[src/rtl/acc_fpu_dispatch_if.sv]
// -----------------------------------------------------------------------------
// acc_fpu_dispatch_if
// Bundles the instruction, FPU request/response, writeback and status signals
// of the accelerator-to-FPU dispatcher. Signal suffixes are from the
// dispatcher's point of view.
//   slave  : dispatcher side (acc_fpu_dispatch)
//   master : environment side (front-end, FPU, register file)
// -----------------------------------------------------------------------------
interface acc_fpu_dispatch_if #(
    parameter int DATA_WIDTH     = 32,
    parameter int REG_ADDR_WIDTH = 5,
    parameter int NUM_TAGS       = 4
);
    localparam int TAG_WIDTH = $clog2(NUM_TAGS);

    // Instruction front-end
    logic                        instr_valid_i;
    logic                        instr_ready_o;
    logic [3:0]                  instr_op_i;
    logic                        instr_op_mod_i;
    logic [3*DATA_WIDTH-1:0]     instr_operands_i;
    logic [REG_ADDR_WIDTH-1:0]   instr_rd_i;

    // FPU request
    logic                        fpu_req_valid_o;
    logic                        fpu_req_ready_i;
    logic [3:0]                  fpu_req_op_o;
    logic                        fpu_req_op_mod_o;
    logic [3*DATA_WIDTH-1:0]     fpu_req_operands_o;
    logic [TAG_WIDTH-1:0]        fpu_req_tag_o;

    // FPU response
    logic                        fpu_resp_valid_i;
    logic                        fpu_resp_ready_o;
    logic [DATA_WIDTH-1:0]       fpu_resp_result_i;
    logic [4:0]                  fpu_resp_status_i;
    logic [TAG_WIDTH-1:0]        fpu_resp_tag_i;

    // In-order writeback
    logic                        wb_valid_o;
    logic                        wb_ready_i;
    logic [REG_ADDR_WIDTH-1:0]   wb_rd_o;
    logic [DATA_WIDTH-1:0]       wb_data_o;

    // Status / observability
    logic [4:0]                  status_acc_o;
    logic                        clr_status_i;
    logic [TAG_WIDTH:0]          outstanding_o;
    logic                        tag_err_o;

    modport slave (
        input  instr_valid_i, instr_op_i, instr_op_mod_i, instr_operands_i, instr_rd_i,
        output instr_ready_o,
        output fpu_req_valid_o, fpu_req_op_o, fpu_req_op_mod_o, fpu_req_operands_o, fpu_req_tag_o,
        input  fpu_req_ready_i,
        input  fpu_resp_valid_i, fpu_resp_result_i, fpu_resp_status_i, fpu_resp_tag_i,
        output fpu_resp_ready_o,
        output wb_valid_o, wb_rd_o, wb_data_o,
        input  wb_ready_i,
        output status_acc_o, outstanding_o, tag_err_o,
        input  clr_status_i
    );

    modport master (
        output instr_valid_i, instr_op_i, instr_op_mod_i, instr_operands_i, instr_rd_i,
        input  instr_ready_o,
        input  fpu_req_valid_o, fpu_req_op_o, fpu_req_op_mod_o, fpu_req_operands_o, fpu_req_tag_o,
        output fpu_req_ready_i,
        output fpu_resp_valid_i, fpu_resp_result_i, fpu_resp_status_i, fpu_resp_tag_i,
        input  fpu_resp_ready_o,
        input  wb_valid_o, wb_rd_o, wb_data_o,
        output wb_ready_i,
        input  status_acc_o, outstanding_o, tag_err_o,
        output clr_status_i
    );
endinterface

[src/rtl/acc_fpu_dispatch.sv]
// -----------------------------------------------------------------------------
// acc_fpu_dispatch
// Tagged dispatcher between the accelerator front-end and the FPU. Accepted
// instructions are allocated a reorder-buffer entry whose index is used as the
// FPU tag; responses may return out of order and are retired in program order
// to the register-file write port. Retired status flags are accumulated.
// Ports:
//   clk_i   : clock, rising edge
//   rst_ni  : asynchronous active-low reset
//   bus     : acc_fpu_dispatch_if.slave (instruction in, FPU request out,
//             FPU response in, writeback out, status/outstanding/tag_err out)
// -----------------------------------------------------------------------------
module acc_fpu_dispatch #(
    parameter int DATA_WIDTH     = 32,
    parameter int REG_ADDR_WIDTH = 5,
    parameter int NUM_TAGS       = 4
) (
    input  logic                 clk_i,
    input  logic                 rst_ni,
    acc_fpu_dispatch_if.slave    bus
);
    localparam int TAG_WIDTH = $clog2(NUM_TAGS);
    localparam logic [TAG_WIDTH:0] PTR_ONE = (TAG_WIDTH+1)'(1);
    localparam logic [TAG_WIDTH:0] PTR_FULL = (TAG_WIDTH+1)'(NUM_TAGS);

    typedef enum logic [1:0] {
        E_FREE   = 2'd0,
        E_ISSUED = 2'd1,
        E_DONE   = 2'd2
    } entry_state_e;

    // ROB control state
    entry_state_e              state_q [NUM_TAGS];
    entry_state_e              state_d [NUM_TAGS];
    logic [TAG_WIDTH:0]        head_q, head_d;
    logic [TAG_WIDTH:0]        tail_q, tail_d;

    // ROB payload (no reset: qualified by entry state)
    logic [REG_ADDR_WIDTH-1:0] rd_q  [NUM_TAGS];
    logic [DATA_WIDTH-1:0]     res_q [NUM_TAGS];
    logic [4:0]                st_q  [NUM_TAGS];

    // Request register
    logic                      req_valid_q, req_valid_d;
    logic [3:0]                req_op_q;
    logic                      req_op_mod_q;
    logic [3*DATA_WIDTH-1:0]   req_operands_q;
    logic [TAG_WIDTH-1:0]      req_tag_q;

    // Status
    logic [4:0]                status_acc_q, status_acc_d;
    logic                      tag_err_q, tag_err_d;
    logic                      resp_ready_q;

    logic [TAG_WIDTH:0]        count;
    logic [TAG_WIDTH-1:0]      head_idx, tail_idx;
    logic                      full, instr_ready, accept;
    logic                      resp_fire, resp_hit, resp_bad;
    logic                      wb_valid, retire;

    assign head_idx    = head_q[TAG_WIDTH-1:0];
    assign tail_idx    = tail_q[TAG_WIDTH-1:0];
    // Extra wrap bit makes the modular difference the exact occupancy.
    assign count       = tail_q - head_q;
    assign full        = (count == PTR_FULL);
    assign instr_ready = !full && (!req_valid_q || bus.fpu_req_ready_i);
    assign accept      = bus.instr_valid_i && instr_ready;

    assign resp_fire   = bus.fpu_resp_valid_i && resp_ready_q;
    assign resp_hit    = resp_fire && (state_q[bus.fpu_resp_tag_i] == E_ISSUED);
    assign resp_bad    = resp_fire && (state_q[bus.fpu_resp_tag_i] != E_ISSUED);

    assign wb_valid    = (state_q[head_idx] == E_DONE);
    assign retire      = wb_valid && bus.wb_ready_i;

    // Retire frees head, response completes an ISSUED entry, accept claims a
    // FREE tail entry; the three can never target the same index in one cycle.
    always_comb begin
        head_d       = head_q;
        tail_d       = tail_q;
        state_d      = state_q;
        req_valid_d  = req_valid_q;
        status_acc_d = status_acc_q;
        tag_err_d    = tag_err_q;

        if (retire) begin
            state_d[head_idx] = E_FREE;
            head_d            = head_q + PTR_ONE;
        end
        if (resp_hit) begin
            state_d[bus.fpu_resp_tag_i] = E_DONE;
        end
        if (accept) begin
            state_d[tail_idx] = E_ISSUED;
            tail_d            = tail_q + PTR_ONE;
        end

        if (accept) begin
            req_valid_d = 1'b1;
        end else if (bus.fpu_req_ready_i) begin
            req_valid_d = 1'b0;
        end

        // Clear takes effect before the retiring flags are merged in.
        if (retire) begin
            status_acc_d = (bus.clr_status_i ? 5'd0 : status_acc_q) | st_q[head_idx];
        end else if (bus.clr_status_i) begin
            status_acc_d = 5'd0;
        end

        if (resp_bad) begin
            tag_err_d = 1'b1;
        end
    end

    // Control registers
    always_ff @(posedge clk_i or negedge rst_ni) begin
        if (!rst_ni) begin
            head_q       <= '0;
            tail_q       <= '0;
            for (int i = 0; i < NUM_TAGS; i++) begin
                state_q[i] <= E_FREE;
            end
            req_valid_q  <= 1'b0;
            status_acc_q <= 5'd0;
            tag_err_q    <= 1'b0;
            resp_ready_q <= 1'b0;
        end else begin
            head_q       <= head_d;
            tail_q       <= tail_d;
            state_q      <= state_d;
            req_valid_q  <= req_valid_d;
            status_acc_q <= status_acc_d;
            tag_err_q    <= tag_err_d;
            resp_ready_q <= 1'b1;
        end
    end

    // Payload registers
    always_ff @(posedge clk_i) begin
        if (accept) begin
            rd_q[tail_idx] <= bus.instr_rd_i;
            req_op_q       <= bus.instr_op_i;
            req_op_mod_q   <= bus.instr_op_mod_i;
            req_operands_q <= bus.instr_operands_i;
            req_tag_q      <= tail_idx;
        end
        if (resp_hit) begin
            res_q[bus.fpu_resp_tag_i] <= bus.fpu_resp_result_i;
            st_q[bus.fpu_resp_tag_i]  <= bus.fpu_resp_status_i;
        end
    end

    assign bus.instr_ready_o      = instr_ready;
    assign bus.fpu_req_valid_o    = req_valid_q;
    assign bus.fpu_req_op_o       = req_op_q;
    assign bus.fpu_req_op_mod_o   = req_op_mod_q;
    assign bus.fpu_req_operands_o = req_operands_q;
    assign bus.fpu_req_tag_o      = req_tag_q;
    assign bus.fpu_resp_ready_o   = resp_ready_q;
    assign bus.wb_valid_o         = wb_valid;
    assign bus.wb_rd_o            = rd_q[head_idx];
    assign bus.wb_data_o          = res_q[head_idx];
    assign bus.status_acc_o       = status_acc_q;
    assign bus.outstanding_o      = count;
    assign bus.tag_err_o          = tag_err_q;

endmodule
[src/flat_wrapper.sv]
// flat-port wrapper written by rule: the top's interface ports become plain ports
module acc_fpu_dispatch_flat 
#(
    parameter int DATA_WIDTH     = 32,
    parameter int REG_ADDR_WIDTH = 5,
    parameter int NUM_TAGS       = 4
)
  (clk_i, rst_ni, bus_instr_valid_i, bus_instr_op_i, bus_instr_op_mod_i, bus_instr_operands_i, bus_instr_rd_i, bus_instr_ready_o, bus_fpu_req_valid_o, bus_fpu_req_op_o, bus_fpu_req_op_mod_o, bus_fpu_req_operands_o, bus_fpu_req_tag_o, bus_fpu_req_ready_i, bus_fpu_resp_valid_i, bus_fpu_resp_result_i, bus_fpu_resp_status_i, bus_fpu_resp_tag_i, bus_fpu_resp_ready_o, bus_wb_valid_o, bus_wb_rd_o, bus_wb_data_o, bus_wb_ready_i, bus_status_acc_o, bus_outstanding_o, bus_tag_err_o, bus_clr_status_i);
  acc_fpu_dispatch_if #(.DATA_WIDTH(DATA_WIDTH), .REG_ADDR_WIDTH(REG_ADDR_WIDTH), .NUM_TAGS(NUM_TAGS)) bus_i ();
  input  logic clk_i;
  input  logic rst_ni;
  input wire logic [$bits(bus_i.instr_valid_i)-1:0] bus_instr_valid_i;
  input wire logic [$bits(bus_i.instr_op_i)-1:0] bus_instr_op_i;
  input wire logic [$bits(bus_i.instr_op_mod_i)-1:0] bus_instr_op_mod_i;
  input wire logic [$bits(bus_i.instr_operands_i)-1:0] bus_instr_operands_i;
  input wire logic [$bits(bus_i.instr_rd_i)-1:0] bus_instr_rd_i;
  output wire logic [$bits(bus_i.instr_ready_o)-1:0] bus_instr_ready_o;
  output wire logic [$bits(bus_i.fpu_req_valid_o)-1:0] bus_fpu_req_valid_o;
  output wire logic [$bits(bus_i.fpu_req_op_o)-1:0] bus_fpu_req_op_o;
  output wire logic [$bits(bus_i.fpu_req_op_mod_o)-1:0] bus_fpu_req_op_mod_o;
  output wire logic [$bits(bus_i.fpu_req_operands_o)-1:0] bus_fpu_req_operands_o;
  output wire logic [$bits(bus_i.fpu_req_tag_o)-1:0] bus_fpu_req_tag_o;
  input wire logic [$bits(bus_i.fpu_req_ready_i)-1:0] bus_fpu_req_ready_i;
  input wire logic [$bits(bus_i.fpu_resp_valid_i)-1:0] bus_fpu_resp_valid_i;
  input wire logic [$bits(bus_i.fpu_resp_result_i)-1:0] bus_fpu_resp_result_i;
  input wire logic [$bits(bus_i.fpu_resp_status_i)-1:0] bus_fpu_resp_status_i;
  input wire logic [$bits(bus_i.fpu_resp_tag_i)-1:0] bus_fpu_resp_tag_i;
  output wire logic [$bits(bus_i.fpu_resp_ready_o)-1:0] bus_fpu_resp_ready_o;
  output wire logic [$bits(bus_i.wb_valid_o)-1:0] bus_wb_valid_o;
  output wire logic [$bits(bus_i.wb_rd_o)-1:0] bus_wb_rd_o;
  output wire logic [$bits(bus_i.wb_data_o)-1:0] bus_wb_data_o;
  input wire logic [$bits(bus_i.wb_ready_i)-1:0] bus_wb_ready_i;
  output wire logic [$bits(bus_i.status_acc_o)-1:0] bus_status_acc_o;
  output wire logic [$bits(bus_i.outstanding_o)-1:0] bus_outstanding_o;
  output wire logic [$bits(bus_i.tag_err_o)-1:0] bus_tag_err_o;
  input wire logic [$bits(bus_i.clr_status_i)-1:0] bus_clr_status_i;
  assign bus_i.instr_valid_i = bus_instr_valid_i;
  assign bus_i.instr_op_i = bus_instr_op_i;
  assign bus_i.instr_op_mod_i = bus_instr_op_mod_i;
  assign bus_i.instr_operands_i = bus_instr_operands_i;
  assign bus_i.instr_rd_i = bus_instr_rd_i;
  assign bus_instr_ready_o = bus_i.instr_ready_o;
  assign bus_fpu_req_valid_o = bus_i.fpu_req_valid_o;
  assign bus_fpu_req_op_o = bus_i.fpu_req_op_o;
  assign bus_fpu_req_op_mod_o = bus_i.fpu_req_op_mod_o;
  assign bus_fpu_req_operands_o = bus_i.fpu_req_operands_o;
  assign bus_fpu_req_tag_o = bus_i.fpu_req_tag_o;
  assign bus_i.fpu_req_ready_i = bus_fpu_req_ready_i;
  assign bus_i.fpu_resp_valid_i = bus_fpu_resp_valid_i;
  assign bus_i.fpu_resp_result_i = bus_fpu_resp_result_i;
  assign bus_i.fpu_resp_status_i = bus_fpu_resp_status_i;
  assign bus_i.fpu_resp_tag_i = bus_fpu_resp_tag_i;
  assign bus_fpu_resp_ready_o = bus_i.fpu_resp_ready_o;
  assign bus_wb_valid_o = bus_i.wb_valid_o;
  assign bus_wb_rd_o = bus_i.wb_rd_o;
  assign bus_wb_data_o = bus_i.wb_data_o;
  assign bus_i.wb_ready_i = bus_wb_ready_i;
  assign bus_status_acc_o = bus_i.status_acc_o;
  assign bus_outstanding_o = bus_i.outstanding_o;
  assign bus_tag_err_o = bus_i.tag_err_o;
  assign bus_i.clr_status_i = bus_clr_status_i;
  acc_fpu_dispatch #(.DATA_WIDTH(DATA_WIDTH), .REG_ADDR_WIDTH(REG_ADDR_WIDTH), .NUM_TAGS(NUM_TAGS)) u_core (.clk_i(clk_i), .rst_ni(rst_ni), .bus(bus_i));
endmodule
[config.mk]
export PLATFORM = sky130hd
export DESIGN_NAME = acc_fpu_dispatch_flat
export DESIGN_NICKNAME = d
export VERILOG_FILES = /design/src/rtl/acc_fpu_dispatch_if.sv /design/src/rtl/acc_fpu_dispatch.sv /design/src/flat_wrapper.sv
export SDC_FILE = /design/constraint.sdc
export NUM_CORES = 1
export LEC_CHECK = 0
export CAP_MARGIN = 20
export CORE_MARGIN = 5
export CORE_UTILIZATION = 30
export DETAILED_ROUTE_END_ITERATION = 8
export PLACE_DENSITY_LB_ADDON = 0.25
export SETUP_SLACK_MARGIN = 0.05
export SLEW_MARGIN = 10
export SYNTH_ARGS = -nofsm -noshare
export SYNTH_HDL_FRONTEND = slang
export SYNTH_SLANG_ARGS = --single-unit
[constraint.sdc]
create_clock -name clk_i -period 8.26 [get_ports clk_i]
set_clock_uncertainty 0.05 [all_clocks]
set_input_delay 1.239 -clock clk_i [delete_from_list [all_inputs] [get_ports clk_i]]
set_output_delay 1.239 -clock clk_i [all_outputs]
set_load 0.02 [all_outputs]
==> metrics.md, run 1 <==
| Metric | Value |
|---|---|
| Status | finished clean |
| Post-DP HPWL | 17.5 mm |
| Crit end category | output port |
| Drt pass-1 iters | 4 |
| Synthesized area per cell | 24.2 sq um |
| Top_reg_cell synth | edfxtp_1 |
| Synth cell count leaders | edfxtp_1, mux4_2, dfrtp_1, inv_1, ha_1 |
| WS Path Type | reg -> out |
| IO Pins | 305 |
| Post-synthesis xor/xnor area fraction | 0.00580 |
| Compound-gate portion of the synthesized area | 0.0210 |
| Register area share after synthesis | 0.838 |
| Synth area leader | edfxtp_1 |
| Drt wl/cell | 20.6 um |
| CP startpoint | u_core.head_q[0] |
| Synth Net Count | 591 |
| Vias/cell | 4.33 |
| CTS HTree Levels | 1 |
| Worst skew pair latency | 0.54 ns |
| Crit path largest cell delay | 0.73 ns |
| Pins Over Slew Limit | 0 |
| Worst slew pin tran | 0.994 ns |
| Mux contribution to synthesized area | 0.0934 |
| WL final | 25.5 mm |
| Pin count of the biggest net entering global routing | 76 |
| Initial antenna violation count | 1 |
| WHS Path Cells | 1 |
| Post-route ant nets | 0 |
| Port bufs | 304 |
| Final instance area | 15000 sq um |
| NumNets Final | 925 |
| Fmax | 0.234 GHz |
| CTS max path bufs | 3 |
| Crit Reg-Reg Endpoint | u_core.bus.fpu_req_operands_o[83] |
| Hold Worst Slack | 0.429 ns |
| Mapped cell area | 10400 sq um |
| FFs w/ async S/R, synth | 0.0751 |
| Slew HR | 0.336 |
| Number of global-route vias before repair | 5881 |
| Hold worst-path end | u_core.head_q[2] |
| Post-synth top area share | 0.785 |
| FF-to-FF path depth | 7 |
| Initial Util | 0.302 |
| Final hold vios | 0 |
| Global-route wire length before repair | 37.0 mm |
| DRC | 0 |
| R2R Setup Slk | 4.52 ns |
| Adder-Cell Fraction of Synth Area | 0.0128 |
| Cts hold-fix bufs | 0 |
| Core box area | 34300 sq um |
| Hold Startpoint | u_core.head_q[2] |
| GPL Wtd Cong | 0.760 |
| Post-route setup TNS | 0 ns |
| Final setup vio count | 0 |
| All-Layer GR Usage | 0.128 |
| HP Class | reg -> reg |
| Main combinational cell family by area after synthesis | multiplexers |
| Layout area overhead | 44.6% |
| Number of synthesized flops with an enable pin | 271 |
| Yosys warns | 0 |
| Post-layout min period | 4.27 ns |
| Crit Reg-Reg Startpoint | u_core.tail_q[0] |
| Most frequent cell after synthesis | edfxtp_1 |
| Vias | 5352 |
| Slowest-stage cell, CP | buf_4 |
| Worst endpoint required time | 6.97 ns |
| Yosys cell types | 44 |
| Clk root buf | clkbuf_16 |
| TritonCTS clock tree | yes |
| Remaining global-route overflow | 0 |
| Fin worst setup slack | 3.99 ns |
| Gate Count Post-Synth | 429 |
| Clock sinks | 293 |
| Pre-CTS WS | 4.06 ns |
| Lkg Pwr | 0.00504 uW |
| #FFs+latches synth | 293 |
| DR iter-0 viols | 166 |
| RSZ-0062 raised after global routing | no |
| ANT cells | 0 |
| Max cap viols | 0 |
| Worst Path Arrival | 2.98 ns |
| TritonCTS buffer count | 31 |
| Post-Synth Simple-Gate Area | 0.0174 |
| Worst setup SP type | flop |
| Tcrit/Tclk final | 0.517 |
| CTS resizes | 0 |
| Placed cell area | 14000 sq um |
| Layout cells sized above 1 | 0.146 |
| CP Max Fanout | 45 |
| Core Rows | 68 |
| Die area | 38400 sq um |
| Synth area leaders | edfxtp_1, mux4_2, dfrtp_1, ha_1, inv_1 |
| Clock transition at path regs | 0.06 ns |
| Die height | 196 um |
| Maximum VDD drop | 0.202 mV |
| Die X | 196 um |
| Crit-path cells | buf_4 -> inv_1 -> mux4_2 -> clkdlybuf4s50_1 |
| # fillers | 2978 |
| Setup Fix Bufs, Post-CTS | 0 |
| PD cells | 341 nW/um^2 |
==> report_power, final <==
group | internal, uW | total, uW | leakage (uW) | switching [uW]
combinational | 826 | 1760 | 0.00181 | 938
clock | 806 | 1330 | 0.000471 | 526
sequential | 1940 | 2020 | 0.00276 | 82.9
total | 3570 | 5120 | 0.00504 | 1550
==> placed cells by master (no fill, tap or decap), types with 6 or more instances in the layout <==
cell type / instances
inv_1: 10
clkbuf_1: 10
mux4_2: 43
clkdlybuf4s50_1: 304
ha_1: 9
edfxtp_1: 271
dfrtp_1: 20
clkbuf_16: 31
buf_4: 6
==> cell type report <==
class / instances / area [sq um] / share of cell area
timing repair buffer: 313 / 3140 / 0.210
clock buffer: 41 / 813 / 0.0543
inverter: 13 / 48.8 / 0.00326
sequential: 293 / 8690 / 0.580
tap: 455 / 569 / 0.0380
multi-input combinational: 111 / 1570 / 0.105
clock inverter: 10 / 149 / 0.00993
==> sequential cells by signal (all words and copies together), names as in the netlist <==
| name | cells |
|---|---|
| u_core.res_q | 128 |
| u_core.bus.fpu_req_operands_o | 96 |
| u_core.rd_q | 20 |
| u_core.st_q | 20 |
| u_core.state_q | 8 |
| u_core.bus.status_acc_o | 5 |
| u_core.bus.fpu_req_op_o | 4 |
| u_core.head_q | 3 |
| u_core.tail_q | 3 |
| u_core.bus.fpu_req_tag_o | 2 |
| u_core.bus.fpu_req_op_mod_o | 1 |
| u_core.bus.fpu_req_valid_o | 1 |
| u_core.bus.fpu_resp_ready_o | 1 |
| u_core.bus.tag_err_o | 1 |
==> stage by stage <==
stage / std cells / util / power [uW]
finish: 1236 / 0.437 / 5120
floorplan: 429 / - / 3030
global placement: 1182 / 0.407 / 3850
detailed placement: 1183 / 0.408 / 3850
global route: 1236 / 0.437 / 5370
CTS: 1234 / 0.436 / 5210
==> cell families after synthesis <==
| group | after synthesis |
|---|---|
| AND/OR/NAND/NOR | 28 |
| other | 1 |
| flip-flops | 293 |
| buffers and inverters | 25 |
| XOR/XNOR | 5 |
| multiplexers | 43 |
| AO/OA/AOI/OAI | 24 |
| adder cells (fa/ha/maj) | 10 |
==> metal layers <==
metal,GRT usage,up-vias,wire [um]
li1,-,2436,-
met1,0.144,2635,9590
met2,0.223,242,12600
met3,0.0594,37,2800
met4,0.0279,2,468
met5,0,-,7
==> worst max-delay path: cells and delay by family, from the launching register on <==
family | cells | cell delay, ns
multiplexers | 1 | 0.39
flip-flops | 1 | 0.40
buffers and inverters | 3 | 1.64
==> how the worst max path moves through the flow <==
stage and to:
4_1_cts bus_wb_valid_o, 6_report bus_wb_valid_o, 3_5_place_dp u_core.bus.fpu_req_operands_o[78], 2_1_floorplan u_core.state_q[7], 3_3_place_gp u_core.bus.fpu_req_operands_o[45], 5_1_grt bus_wb_valid_o
(Power assumes the default switching activity.)
==> run 2, diff against run 1 <==
==> constraint.sdc (replaced) <==
create_clock -name clk_i -period 3.9 [get_ports clk_i]
set_clock_uncertainty 0.05 [all_clocks]
set_input_delay 0.585 -clock clk_i [delete_from_list [all_inputs] [get_ports clk_i]]
set_output_delay 0.585 -clock clk_i [all_outputs]
set_load 0.02 [all_outputs]
==> run 2 against run 1 <==
Against the previous run: sequential power increased by 120%; combinational power grew 120%; critical path depth increased by 1; count of clock-buffer cells in the layout increased by 4; sequential cell count unchanged; die area did not move; global-route usage grew 0.42 points; largest cell class unchanged; critical endpoint is now bus_instr_ready_o; first-iteration DRC count shrank 3.6%.
==> metrics.md, run 2 (synthesis gave the netlist of run 1 again) <==
| Metric | Value |
|---|---|
| Status | finished clean (unchanged) |
| Post-route setup TNS | 0 ns (unchanged) |
| Finished Layout Cells | 1255 (was 1236) |
| Drt pass-1 iters | 4 (unchanged) |
| WS Path Type | reg -> out (unchanged) |
| Final hold vios | 0 (unchanged) |
| IO Pins | 305 (unchanged) |
| Slew HR | 0.491 (was 0.336) |
| GPL Wtd Cong | 0.769 (was 0.760) |
| Pre-CTS WS | 0.881 ns (was 4.06 ns) |
| Worst slew pin tran | 0.761 ns (was 0.994 ns) |
| Die area | 38400 sq um (unchanged) |
| CP Max Fanout | 19 (was 45) |
| Port bufs | 304 (unchanged) |
| # fillers | 3003 (was 2978) |
| HP Class | reg -> reg (unchanged) |
| Worst setup SP type | flop (unchanged) |
| Worst Path Arrival | 2.86 ns (was 2.98 ns) |
| Max cap viols | 0 (unchanged) |
| Clk root buf | clkbuf_16 (unchanged) |
| Most frequent cells in the layout | clkdlybuf4s50_1, edfxtp_1, mux4_2 (unchanged) |
| Top reg by flops | u_core.res_q (unchanged) |
| Placed cell area | 14200 sq um (was 14000 sq um) |
| Final setup vio count | 0 (unchanged) |
| Post-layout min period | 3.49 ns |
| Crit path largest cell delay | 0.67 ns (was 0.73 ns) |
| Lkg Pwr | 0.00514 uW (was 0.00504 uW) |
| Commonest non-fill, non-tap cell in the layout | clkdlybuf4s50_1 (unchanged) |
| Clock sinks | 293 (unchanged) |
| Core box area | 34300 sq um (unchanged) |
| TritonCTS clock tree | yes (unchanged) |
| Initial antenna violation count | 2 (was 1) |
| Post-DP HPWL | 18.7 mm (was 17.5 mm) |
| CTS HTree Levels | 2 (was 1) |
| Power, Total | 11200 uW (was 5120 uW) |
| Post-route ant nets | 0 (unchanged) |
| Layout cells sized above 1 | 0.161 (was 0.146) |
| Crit-path cells | ha_4 -> fa_2 -> xor3_2 -> a31oi_1 -> clkdlybuf4s50_1 (was buf_4 -> inv_1 -> mux4_2 -> clkdlybuf4s50_1) |
| Worst skew pair latency | 0.49 ns (was 0.54 ns) |
| PD cells | 734 nW/um^2 (was 341 nW/um^2) |
| DRC | 0 (unchanged) |
| Remaining global-route overflow | 0 (unchanged) |
| Placed cell count | 1193 (was 1183) |
| CTS max path bufs | 3 (unchanged) |
| Die height | 196 um (unchanged) |
| Die X | 196 um (unchanged) |
| Vias | 5436 (was 5352) |
| Crit path buf inv count | 1 (was 3) |
| Fmax | 0.287 GHz |
| Drt wl/cell | 20.8 um (was 20.6 um) |
| Clock transition at path regs | 0.06 ns (about the same) |
| Initial Util | 0.302 (unchanged) |
| Vias/cell | 4.33 (about the same) |
| Pins Over Slew Limit | 0 (unchanged) |
| Number of global-route vias before repair | 5989 (was 5881) |
| WL met2 | 13.1 mm (was 12.6 mm) |
| Final instance area | 15200 sq um (was 15000 sq um) |
| CP delay by family, top | flip-flops (was buffers and inverters) |
| Global-route wire length before repair | 38.0 mm (was 37.0 mm) |
| Core Rows | 68 (unchanged) |
| Highest metal used | met5 (unchanged) |
| Slowest-stage cell, CP | dfrtp_4 (was buf_4) |
| Crit end category | output port (unchanged) |
| Max FFs per register | 128 (unchanged) |
| Maximum VDD drop | 0.471 mV (was 0.202 mV) |
| Fin worst setup slack | 0.410 ns (was 3.99 ns) |
| RSZ-0062 raised after global routing | no (unchanged) |
| TritonCTS buffer count | 34 (was 31) |
| Worst endpoint required time | 3.26 ns (was 6.97 ns) |
| DR iter-0 viols | 160 (was 166) |
| CTS resizes | 0 (unchanged) |
| Layout area overhead | 47.0% (was 44.6%) |
| Tcrit/Tclk final | 0.895 |
| WL final | 26.0 mm (was 25.5 mm) |
| Pin count of the biggest net entering global routing | 27 (was 76) |
| NumNets Final | 936 (was 925) |
| All-Layer GR Usage | 0.132 (was 0.128) |
| Met3 Wirelength | 2.84 mm (was 2.80 mm) |
| Setup Fix Bufs, Post-CTS | 0 (unchanged) |
| Cts hold-fix bufs | 0 (unchanged) |
| Wl on met1 | 9.62 mm (was 9.59 mm) |
-- run 2: area by class of cell --
type | count | area, sq um | share of cell area
Inverter | 13 | 48.8 | 0.00320
Clock buffer | 45 | 913 | 0.0599
Sequential cell | 293 | 8690 | 0.571
Timing Repair Buffer | 321 | 3260 | 0.214
Clock inverter | 16 | 158 | 0.0103
Tap cell | 455 | 569 | 0.0374
Multi-Input combinational cell | 111 | 1590 | 0.105
Antenna cell | 1 | 2.50 | 0.000164
-- run 2: per-layer routing --
layer	track usage	vias up
li1	-	2464
met1	0.149	2703
met3	0.0663	37
met2	0.225	230
met4	0.0318	2
met5	0	-
-- run 2: worst reg2reg max path: stages, from the launching register on --
cell,delay (ns)
dfrtp_4,0.67
ha_4,0.25
fa_2,0.37
xor3_2,0.28
a311oi_4,0.59
buf_12,0.26
buf_12,0.22
-- run 2: path summary, 6_finish.rpt --
check	startpoint	end	slack (ns)	cells after the start
worst max register to register	u_core.head_q[0]	u_core.bus.fpu_req_operands_o[11]	0.93	6
worst max-delay path	u_core.head_q[0]	bus_instr_ready_o	0.41	5
worst min register to register	u_core.bus.tag_err_o	u_core.bus.tag_err_o	0.42	1
max in group asynchronous	rst_ni	u_core.tail_q[1]	2.71	2
min in group asynchronous	rst_ni	u_core.bus.status_acc_o[2]	0.49	1
worst min-delay path	u_core.bus.tag_err_o	u_core.bus.tag_err_o	0.42	1
-- run 2: power breakdown --
part	switching [uW]	total, uW	internal [uW]
combinational	1920	3800	1870
clock	1170	3010	1850
sequential	288	4380	4090
total	3380	11200	7810
-- run 2: metrics by stage --
step / hold slack, ns / utilization
after floorplan: 0.239 / -
final: 0.424 / 0.444
after detailed placement: 0.420 / 0.413
after global placement: 0.415 / 0.413
after CTS: 0.433 / 0.444
after global routing: 0.451 / 0.444
